`config.mk`:
```
export PLATFORM = sky130hd
export DESIGN_NAME = alu_mul_sequencer_flat
export DESIGN_NICKNAME = d
export VERILOG_FILES = /design/src/rtl/alu_mul_sequencer_pkg.sv /design/src/rtl/alu_mul_sequencer_if.sv /design/src/rtl/alu_mul_sequencer.sv /design/src/flat_wrapper.sv
export SDC_FILE = /design/constraint.sdc
export NUM_CORES = 1
export LEC_CHECK = 0
export BUFFER_PORTS_ARGS = -buffer_cell sky130_fd_sc_hd__buf_4
export CAP_MARGIN = 15
export CORE_MARGIN = 3
export CORE_UTILIZATION = 40
export DETAILED_ROUTE_END_ITERATION = 16
export PLACE_DENSITY = 0.64
export SLEW_MARGIN = 0
export SYNTH_ARGS = -nofsm -noshare
export SYNTH_HDL_FRONTEND = slang
export SYNTH_SLANG_ARGS = --single-unit
```
`constraint.sdc`:
```
create_clock -name clk -period 5.8 [get_ports clk]
set_input_delay 0.29 -clock clk [delete_from_list [all_inputs] [get_ports clk]]
set_output_delay 0.29 -clock clk [all_outputs]
set_load 0.005 [all_outputs]
```
`src/rtl/alu_mul_sequencer_pkg.sv`:
```
// ---------------------------------------------------------------------------
// alu_mul_sequencer_pkg
// Shared definitions for the multiply sequencer and its neighbours in EXE:
//   - ALU command encodings (as understood by the existing single-cycle ALU)
//   - {N,Z,C,V} flag bit indices
//   - sequencer FSM state encoding
// ---------------------------------------------------------------------------
package alu_mul_sequencer_pkg;

  localparam logic [3:0] ALU_CMD_NOP = 4'b0000;
  localparam logic [3:0] ALU_CMD_MOV = 4'b0001;
  localparam logic [3:0] ALU_CMD_ADD = 4'b0010;
  localparam logic [3:0] ALU_CMD_ADC = 4'b0011;
  localparam logic [3:0] ALU_CMD_SUB = 4'b0100;
  localparam logic [3:0] ALU_CMD_SBC = 4'b0101;
  localparam logic [3:0] ALU_CMD_AND = 4'b0110;
  localparam logic [3:0] ALU_CMD_ORR = 4'b0111;
  localparam logic [3:0] ALU_CMD_EOR = 4'b1000;
  localparam logic [3:0] ALU_CMD_MVN = 4'b1001;

  localparam int FLAG_N = 3;
  localparam int FLAG_Z = 2;
  localparam int FLAG_C = 1;
  localparam int FLAG_V = 0;

  typedef enum logic [1:0] {
    ST_IDLE = 2'd0,
    ST_RUN  = 2'd1,
    ST_DONE = 2'd2
  } seq_state_t;

endpackage

```
`src/rtl/alu_mul_sequencer_if.sv`:
```
// ---------------------------------------------------------------------------
// alu_mul_sequencer_if
// Bundle between the EXE stage / ALU and the multiply sequencer.
//   master : EXE-stage side (drives request, operands, status, ALU result)
//   slave  : sequencer side (drives ALU operands/command, busy/done/result)
// Optional: ALU_MUL_SEQ_MLA_EN adds acc_in and mla (multiply-accumulate).
// ---------------------------------------------------------------------------
interface alu_mul_sequencer_if #(
  parameter int WIDTH = 32
);
  logic             start;
  logic             s_bit;
  logic [WIDTH-1:0] op_a;
  logic [WIDTH-1:0] op_b;
  logic [3:0]       status_in;
  logic [WIDTH-1:0] alu_result;
`ifdef ALU_MUL_SEQ_MLA_EN
  logic [WIDTH-1:0] acc_in;
  logic             mla;
`endif
  logic [WIDTH-1:0] alu_in1;
  logic [WIDTH-1:0] alu_in2;
  logic [3:0]       alu_exe_cmd;
  logic             alu_carry_in;
  logic             busy;
  logic             done;
  logic [WIDTH-1:0] result;
  logic [3:0]       status_out;
  logic             flags_we;

  modport master (
    output start, s_bit, op_a, op_b, status_in, alu_result,
`ifdef ALU_MUL_SEQ_MLA_EN
    output acc_in, mla,
`endif
    input  alu_in1, alu_in2, alu_exe_cmd, alu_carry_in,
    input  busy, done, result, status_out, flags_we
  );

  modport slave (
    input  start, s_bit, op_a, op_b, status_in, alu_result,
`ifdef ALU_MUL_SEQ_MLA_EN
    input  acc_in, mla,
`endif
    output alu_in1, alu_in2, alu_exe_cmd, alu_carry_in,
    output busy, done, result, status_out, flags_we
  );

endinterface

```
`src/rtl/alu_mul_sequencer.sv`:
```
// ---------------------------------------------------------------------------
// alu_mul_sequencer
// Runs MUL (low WIDTH bits of WIDTH x WIDTH product) on the existing ALU by
// shift-add: one ALU ADD per cycle for WIDTH cycles, then a one-cycle DONE.
// Ports:
//   clk, rst : clock (rising edge), asynchronous active-high reset
//   bus      : alu_mul_sequencer_if.slave
//              in : start, s_bit, op_a (Rm), op_b (Rs), status_in, alu_result
//              out: alu_in1, alu_in2, alu_exe_cmd, alu_carry_in, busy, done,
//                   result, status_out, flags_we
// Optional feature macro: ALU_MUL_SEQ_MLA_EN (acc_in/mla -> Rm*Rs+Rn).
// ---------------------------------------------------------------------------
module alu_mul_sequencer
  import alu_mul_sequencer_pkg::*;
#(
  parameter int WIDTH = 32,
  parameter int CNT_W = 5
) (
  input  logic                 clk,
  input  logic                 rst,
  alu_mul_sequencer_if.slave   bus
);

  localparam logic [CNT_W-1:0] LAST_STEP = CNT_W'(WIDTH - 1);

  seq_state_t       state_reg;
  logic [WIDTH-1:0] acc_reg;
  logic [WIDTH-1:0] mcand_reg;
  logic [WIDTH-1:0] mplier_reg;
  logic [CNT_W-1:0] cnt_reg;
  logic             s_bit_reg;
  logic             c_reg;
  logic             v_reg;
  logic             busy_reg;
  logic             done_reg;
  logic [WIDTH-1:0] acc_init;

`ifdef ALU_MUL_SEQ_MLA_EN
  assign acc_init = bus.mla ? bus.acc_in : '0;
`else
  assign acc_init = '0;
`endif

  always_ff @(posedge clk or posedge rst) begin
    if (rst) begin
      state_reg  <= ST_IDLE;
      acc_reg    <= '0;
      mcand_reg  <= '0;
      mplier_reg <= '0;
      cnt_reg    <= '0;
      s_bit_reg  <= 1'b0;
      c_reg      <= 1'b0;
      v_reg      <= 1'b0;
      busy_reg   <= 1'b0;
      done_reg   <= 1'b0;
    end else begin
      case (state_reg)
        ST_IDLE: begin
          done_reg <= 1'b0;
          if (bus.start) begin
            mcand_reg  <= bus.op_a;
            mplier_reg <= bus.op_b;
            s_bit_reg  <= bus.s_bit;
            c_reg      <= bus.status_in[FLAG_C];
            v_reg      <= bus.status_in[FLAG_V];
            acc_reg    <= acc_init;
            cnt_reg    <= '0;
            busy_reg   <= 1'b1;
            state_reg  <= ST_RUN;
          end
        end
        ST_RUN: begin
          // The ALU has added the gated multiplicand into acc this cycle.
          acc_reg    <= bus.alu_result;
          mcand_reg  <= mcand_reg << 1;
          mplier_reg <= mplier_reg >> 1;
          cnt_reg    <= cnt_reg + 1'b1;
          if (cnt_reg == LAST_STEP) begin
            state_reg <= ST_DONE;
            done_reg  <= 1'b1;
          end
        end
        ST_DONE: begin
          // start seen here is deliberately dropped, not queued.
          done_reg  <= 1'b0;
          busy_reg  <= 1'b0;
          state_reg <= ST_IDLE;
        end
        default: begin
          state_reg <= ST_IDLE;
          done_reg  <= 1'b0;
          busy_reg  <= 1'b0;
        end
      endcase
    end
  end

  logic running;
  assign running = (state_reg == ST_RUN);

  // ALU drive depends only on state and internal registers, never on start.
  assign bus.alu_exe_cmd  = running ? ALU_CMD_ADD : ALU_CMD_NOP;
  assign bus.alu_in1      = running ? acc_reg : '0;
  assign bus.alu_in2      = (running && mplier_reg[0]) ? mcand_reg : '0;
  assign bus.alu_carry_in = 1'b0;

  assign bus.busy       = busy_reg;
  assign bus.done       = done_reg;
  assign bus.result     = done_reg ? acc_reg : '0;
  // C and V pass through untouched, as ARM MULS does.
  assign bus.status_out = done_reg ? {acc_reg[WIDTH-1], (acc_reg == '0), c_reg, v_reg} : 4'b0000;
  assign bus.flags_we   = done_reg & s_bit_reg;

endmodule

```
`src/flat_wrapper.sv`:
```
// flat-port wrapper written by rule: the top's interface ports become plain ports
module alu_mul_sequencer_flat import alu_mul_sequencer_pkg::*;
#(
  parameter int WIDTH = 32,
  parameter int CNT_W = 5
)
  (clk, rst, bus_start, bus_s_bit, bus_op_a, bus_op_b, bus_status_in, bus_alu_result, bus_alu_in1, bus_alu_in2, bus_alu_exe_cmd, bus_alu_carry_in, bus_busy, bus_done, bus_result, bus_status_out, bus_flags_we);
  alu_mul_sequencer_if #(.WIDTH(WIDTH)) bus_i ();
  input  logic clk;
  input  logic rst;
  input wire logic [$bits(bus_i.start)-1:0] bus_start;
  input wire logic [$bits(bus_i.s_bit)-1:0] bus_s_bit;
  input wire logic [$bits(bus_i.op_a)-1:0] bus_op_a;
  input wire logic [$bits(bus_i.op_b)-1:0] bus_op_b;
  input wire logic [$bits(bus_i.status_in)-1:0] bus_status_in;
  input wire logic [$bits(bus_i.alu_result)-1:0] bus_alu_result;
  output wire logic [$bits(bus_i.alu_in1)-1:0] bus_alu_in1;
  output wire logic [$bits(bus_i.alu_in2)-1:0] bus_alu_in2;
  output wire logic [$bits(bus_i.alu_exe_cmd)-1:0] bus_alu_exe_cmd;
  output wire logic [$bits(bus_i.alu_carry_in)-1:0] bus_alu_carry_in;
  output wire logic [$bits(bus_i.busy)-1:0] bus_busy;
  output wire logic [$bits(bus_i.done)-1:0] bus_done;
  output wire logic [$bits(bus_i.result)-1:0] bus_result;
  output wire logic [$bits(bus_i.status_out)-1:0] bus_status_out;
  output wire logic [$bits(bus_i.flags_we)-1:0] bus_flags_we;
  assign bus_i.start = bus_start;
  assign bus_i.s_bit = bus_s_bit;
  assign bus_i.op_a = bus_op_a;
  assign bus_i.op_b = bus_op_b;
  assign bus_i.status_in = bus_status_in;
  assign bus_i.alu_result = bus_alu_result;
  assign bus_alu_in1 = bus_i.alu_in1;
  assign bus_alu_in2 = bus_i.alu_in2;
  assign bus_alu_exe_cmd = bus_i.alu_exe_cmd;
  assign bus_alu_carry_in = bus_i.alu_carry_in;
  assign bus_busy = bus_i.busy;
  assign bus_done = bus_i.done;
  assign bus_result = bus_i.result;
  assign bus_status_out = bus_i.status_out;
  assign bus_flags_we = bus_i.flags_we;
  alu_mul_sequencer #(.WIDTH(WIDTH), .CNT_W(CNT_W)) u_core (.clk(clk), .rst(rst), .bus(bus_i));
endmodule
```
==> results.yml <==
drt:
  drtAntennaViolNets: 0
  routed_wl_um: 15700
  drc: 0
  wl_per_cell_um: 16.6
  vias: 5005
  vias_per_cell: 5.31
  dr.pass1.iters: 4
  drt_iter0_drc: 430
yosys:
  syn_avg_cell_area_um2: 9.64
  netlist_top_cells_area: "dfrtp_1 47%, and2_1 7.4%, a21oi_1 5.5%"
  netlist_area_um2: 5730
  synth_seq_cells: 108
  ys_seq_area_share_pct: 47.2
  yosys_warnings: 0
  synthFlopType: "dfrtp_1"
  synth_edf_count: 0
  ys_async_sr_fraction_pct: 100
  synth.distinct_cells: 32
  synth_top_area_cell: "dfrtp_1"
  synth_top_area_share_pct: 47.2
  synth_cells: 594
global_routing:
  grt_pass1_wl_um: 25600
  grt_usage_pct: 19.6
  grt_pass1_vias: 4835
  gr-total-overflow: 0
  antenna_found_initial: 0
  grt_max_degree: 98
critical_path:
  start_kind: "flop"
  critPathArrivalTime_ns: 2.84
  crit_type: "reg2out"
  crit_chain: "buf_4 -> nand2b_4 -> inv_4 -> buf_4 -> and3_1 -> buf_4"
  startpoint: "u_core.state_reg[1]$_DFFE_PP0P_"
  cp_max_fo: 88
  reg2reg_to: "u_core.acc_reg[13]$_DFFE_PP0P_"
  critPathCapture: "bus_alu_in2[0]"
  cpMostUsedCell: "buf_4"
  slowest_stage: "buf_4"
  ff2ff_path_depth: 5
  r2r-start: "u_core.state_reg[1]$_DFFE_PP0P_"
  slowest_delay_ns: 0.65
  required_ns: 5.51
  rrSetupSlack_ns: 3.38
  end_kind: "primary output"
power:
  clock_power_share_pct: 21.3
  swShare_pct: 35.2
  p_switching_mw: 1.22
  p_int_mw: 2.25
  p_leak_nw: 3.77
  comb_power_share_pct: 40.5
  power-per-cell-area_nw_per_um2: 460
  p_total_mw: 3.48
  peakVddDrop_mv: 0.169
  pwr-share-seq_pct: 38.1
timing:
  min_period_ns: 3.13
  hold_ws_ns: 0.0368
  min_period_over_period_pct: 54.0
  rsz0062_at_grt: "false"
  hold_viol_final: 0
  tightest_slew_ns: 0.938
  fmax_ghz: 0.319
  setup_tns_ns: 0
  fin_skew_ns: 0.00913
  slew_headroom_pct: 37.4
  setup_viol: 0
  drv_slew: 0
cts:
  numCtsBuffers: 9
  path_clk_slew_ns: 0.07
  cts_resized: 0
  cts_tree: "built"
  clock-sinks: 108
  htreeDepth: 3
  cts_buffer_depth: 2
  clockRootBuffer: "clkbuf_16"
  cts_setup_buffers: 0
  hold_buffers: 0
  insertion_delay_ns: 0.35
final_layout:
  final_common_cell: "buf_4"
  layout_common_cells: "211 x buf_4, 106 x dfrtp_1, 68 x and2_1"
  postLayoutCellArea_um2: 7570
  nNetsFinal: 863
  syn2layout_area_growth_pct: 32.1
  drive_above_1_share_pct: 31.2
  finalNonFillerCells: 942
  diodes: 0
placement:
  post-dp-hpwl_um: 10400
  placed_cells: 926
  io_buffers: 205
  gp_congestion: 0.782
  placed_area_um2: 7200
hold_path:
  hold_path_class: "in2async"
run:
  cap_viol_max_count: 0
floorplan:
  fp.dieW_um: 126
  start_util_pct: 41.1
  ios: 212
  core_area_um2: 13900
  die_h_um: 126
  dieArea_um2: 15800
  num_rows: 43
status:
  outcome: "complete, no violations"
-- worst max-delay path: cells and delay by family (launching register included) --
kind	cells	cell delay (ns)
buffers and inverters	4	1.43
and+or+nand+nor	2	0.54
DFF	1	0.39
-- layout make-up --
class / instances / area [um^2]
timing repair buffer: 211 / 1580
inverter: 4 / 20.0
sequential: 108 / 2710
clock buffer: 10 / 229
fill: 1257 / 6370
multi-input combinational: 423 / 2670
tap: 180 / 225
clock inverter: 6 / 136
-- worst min path at each step --
| stage | startpoint | to | slack, ns | depth (start not counted) |
|---|---|---|---|---|
| 4_1_cts | rst | u_core.mplier_reg[4]$_DFFE_PP0P_ | 0.06 | 2 |
| 5_1_grt | rst | u_core.mplier_reg[4]$_DFFE_PP0P_ | 0.09 | 2 |
| 3_5_place_dp | rst | u_core.mplier_reg[4]$_DFFE_PP0P_ | 0.43 | 2 |
| 6_report | rst | u_core.bus.busy$_DFFE_PP0P_ | 0.04 | 2 |
| 2_1_floorplan | bus_op_a[0] | u_core.mcand_reg[0]$_DFFE_PP0P_ | 0.42 | 1 |
| 3_3_place_gp | rst | u_core.mplier_reg[5]$_DFFE_PP0P_ | 0.43 | 2 |
-- per-stage QoR --
step           util (%)  setup slack (ns)
2_1_floorplan         -              2.66
3_3_place_gp       51.7              3.07
3_5_place_dp       51.7              3.07
4_1_cts            54.3              2.68
5_1_grt            54.3              2.46
6_report           54.3              2.67
-- layer usage --
layer / vias up / GRT usage [%] / share of wire (%)
li1: 2419 / - / -
met1: 2407 / 27.7 / 45
met2: 163 / 30.6 / 48
met5: - / 0 / 0
met4: 0 / 5.29 / 1.3
met3: 16 / 4.50 / 6.2
-- cell usage after synthesis (6+ instances only) --
cell type  count
o21ai_0       21
a22o_1        36
nor4_1         6
clkbuf_1      20
nand2_1       32
o21ai_1       43
and3b_1       30
and2_1        68
buf_2         23
buf_6          7
dfrtp_1      108
buf_4         10
a21oi_1       63
nor2b_1       33
a22oi_1       32
and3_1        33
-- power by group through the flow --
| stage | clock, mW | sequential, mW | combinational, mW |
|---|---|---|---|
| 2_1_floorplan | 0 | 1.22 | 1.00 |
| 3_3_place_gp | 0 | 1.32 | 1.39 |
| 3_5_place_dp | 0 | 1.33 | 1.43 |
| 4_1_cts | 0.762 | 1.32 | 1.43 |
| 5_1_grt | 0.790 | 1.37 | 1.58 |
| 6_report | 0.742 | 1.33 | 1.41 |
-- logic make-up (layout without fill, tap and decap cells) --
logic type                 Yosys count  after routing  synth area share [%]
AOI/OAI and AO/OA                  198            198                  21.3
adders and majority gates            2              2                 0.437
buffers and inverters               66            231                  6.49
DFF                                108            108                  47.2
muxes                                5              5                 0.939
other                                1              4                0.0655
and+or+nand+nor                    214            214                  23.5
Power figures use the tool's default switching activity.
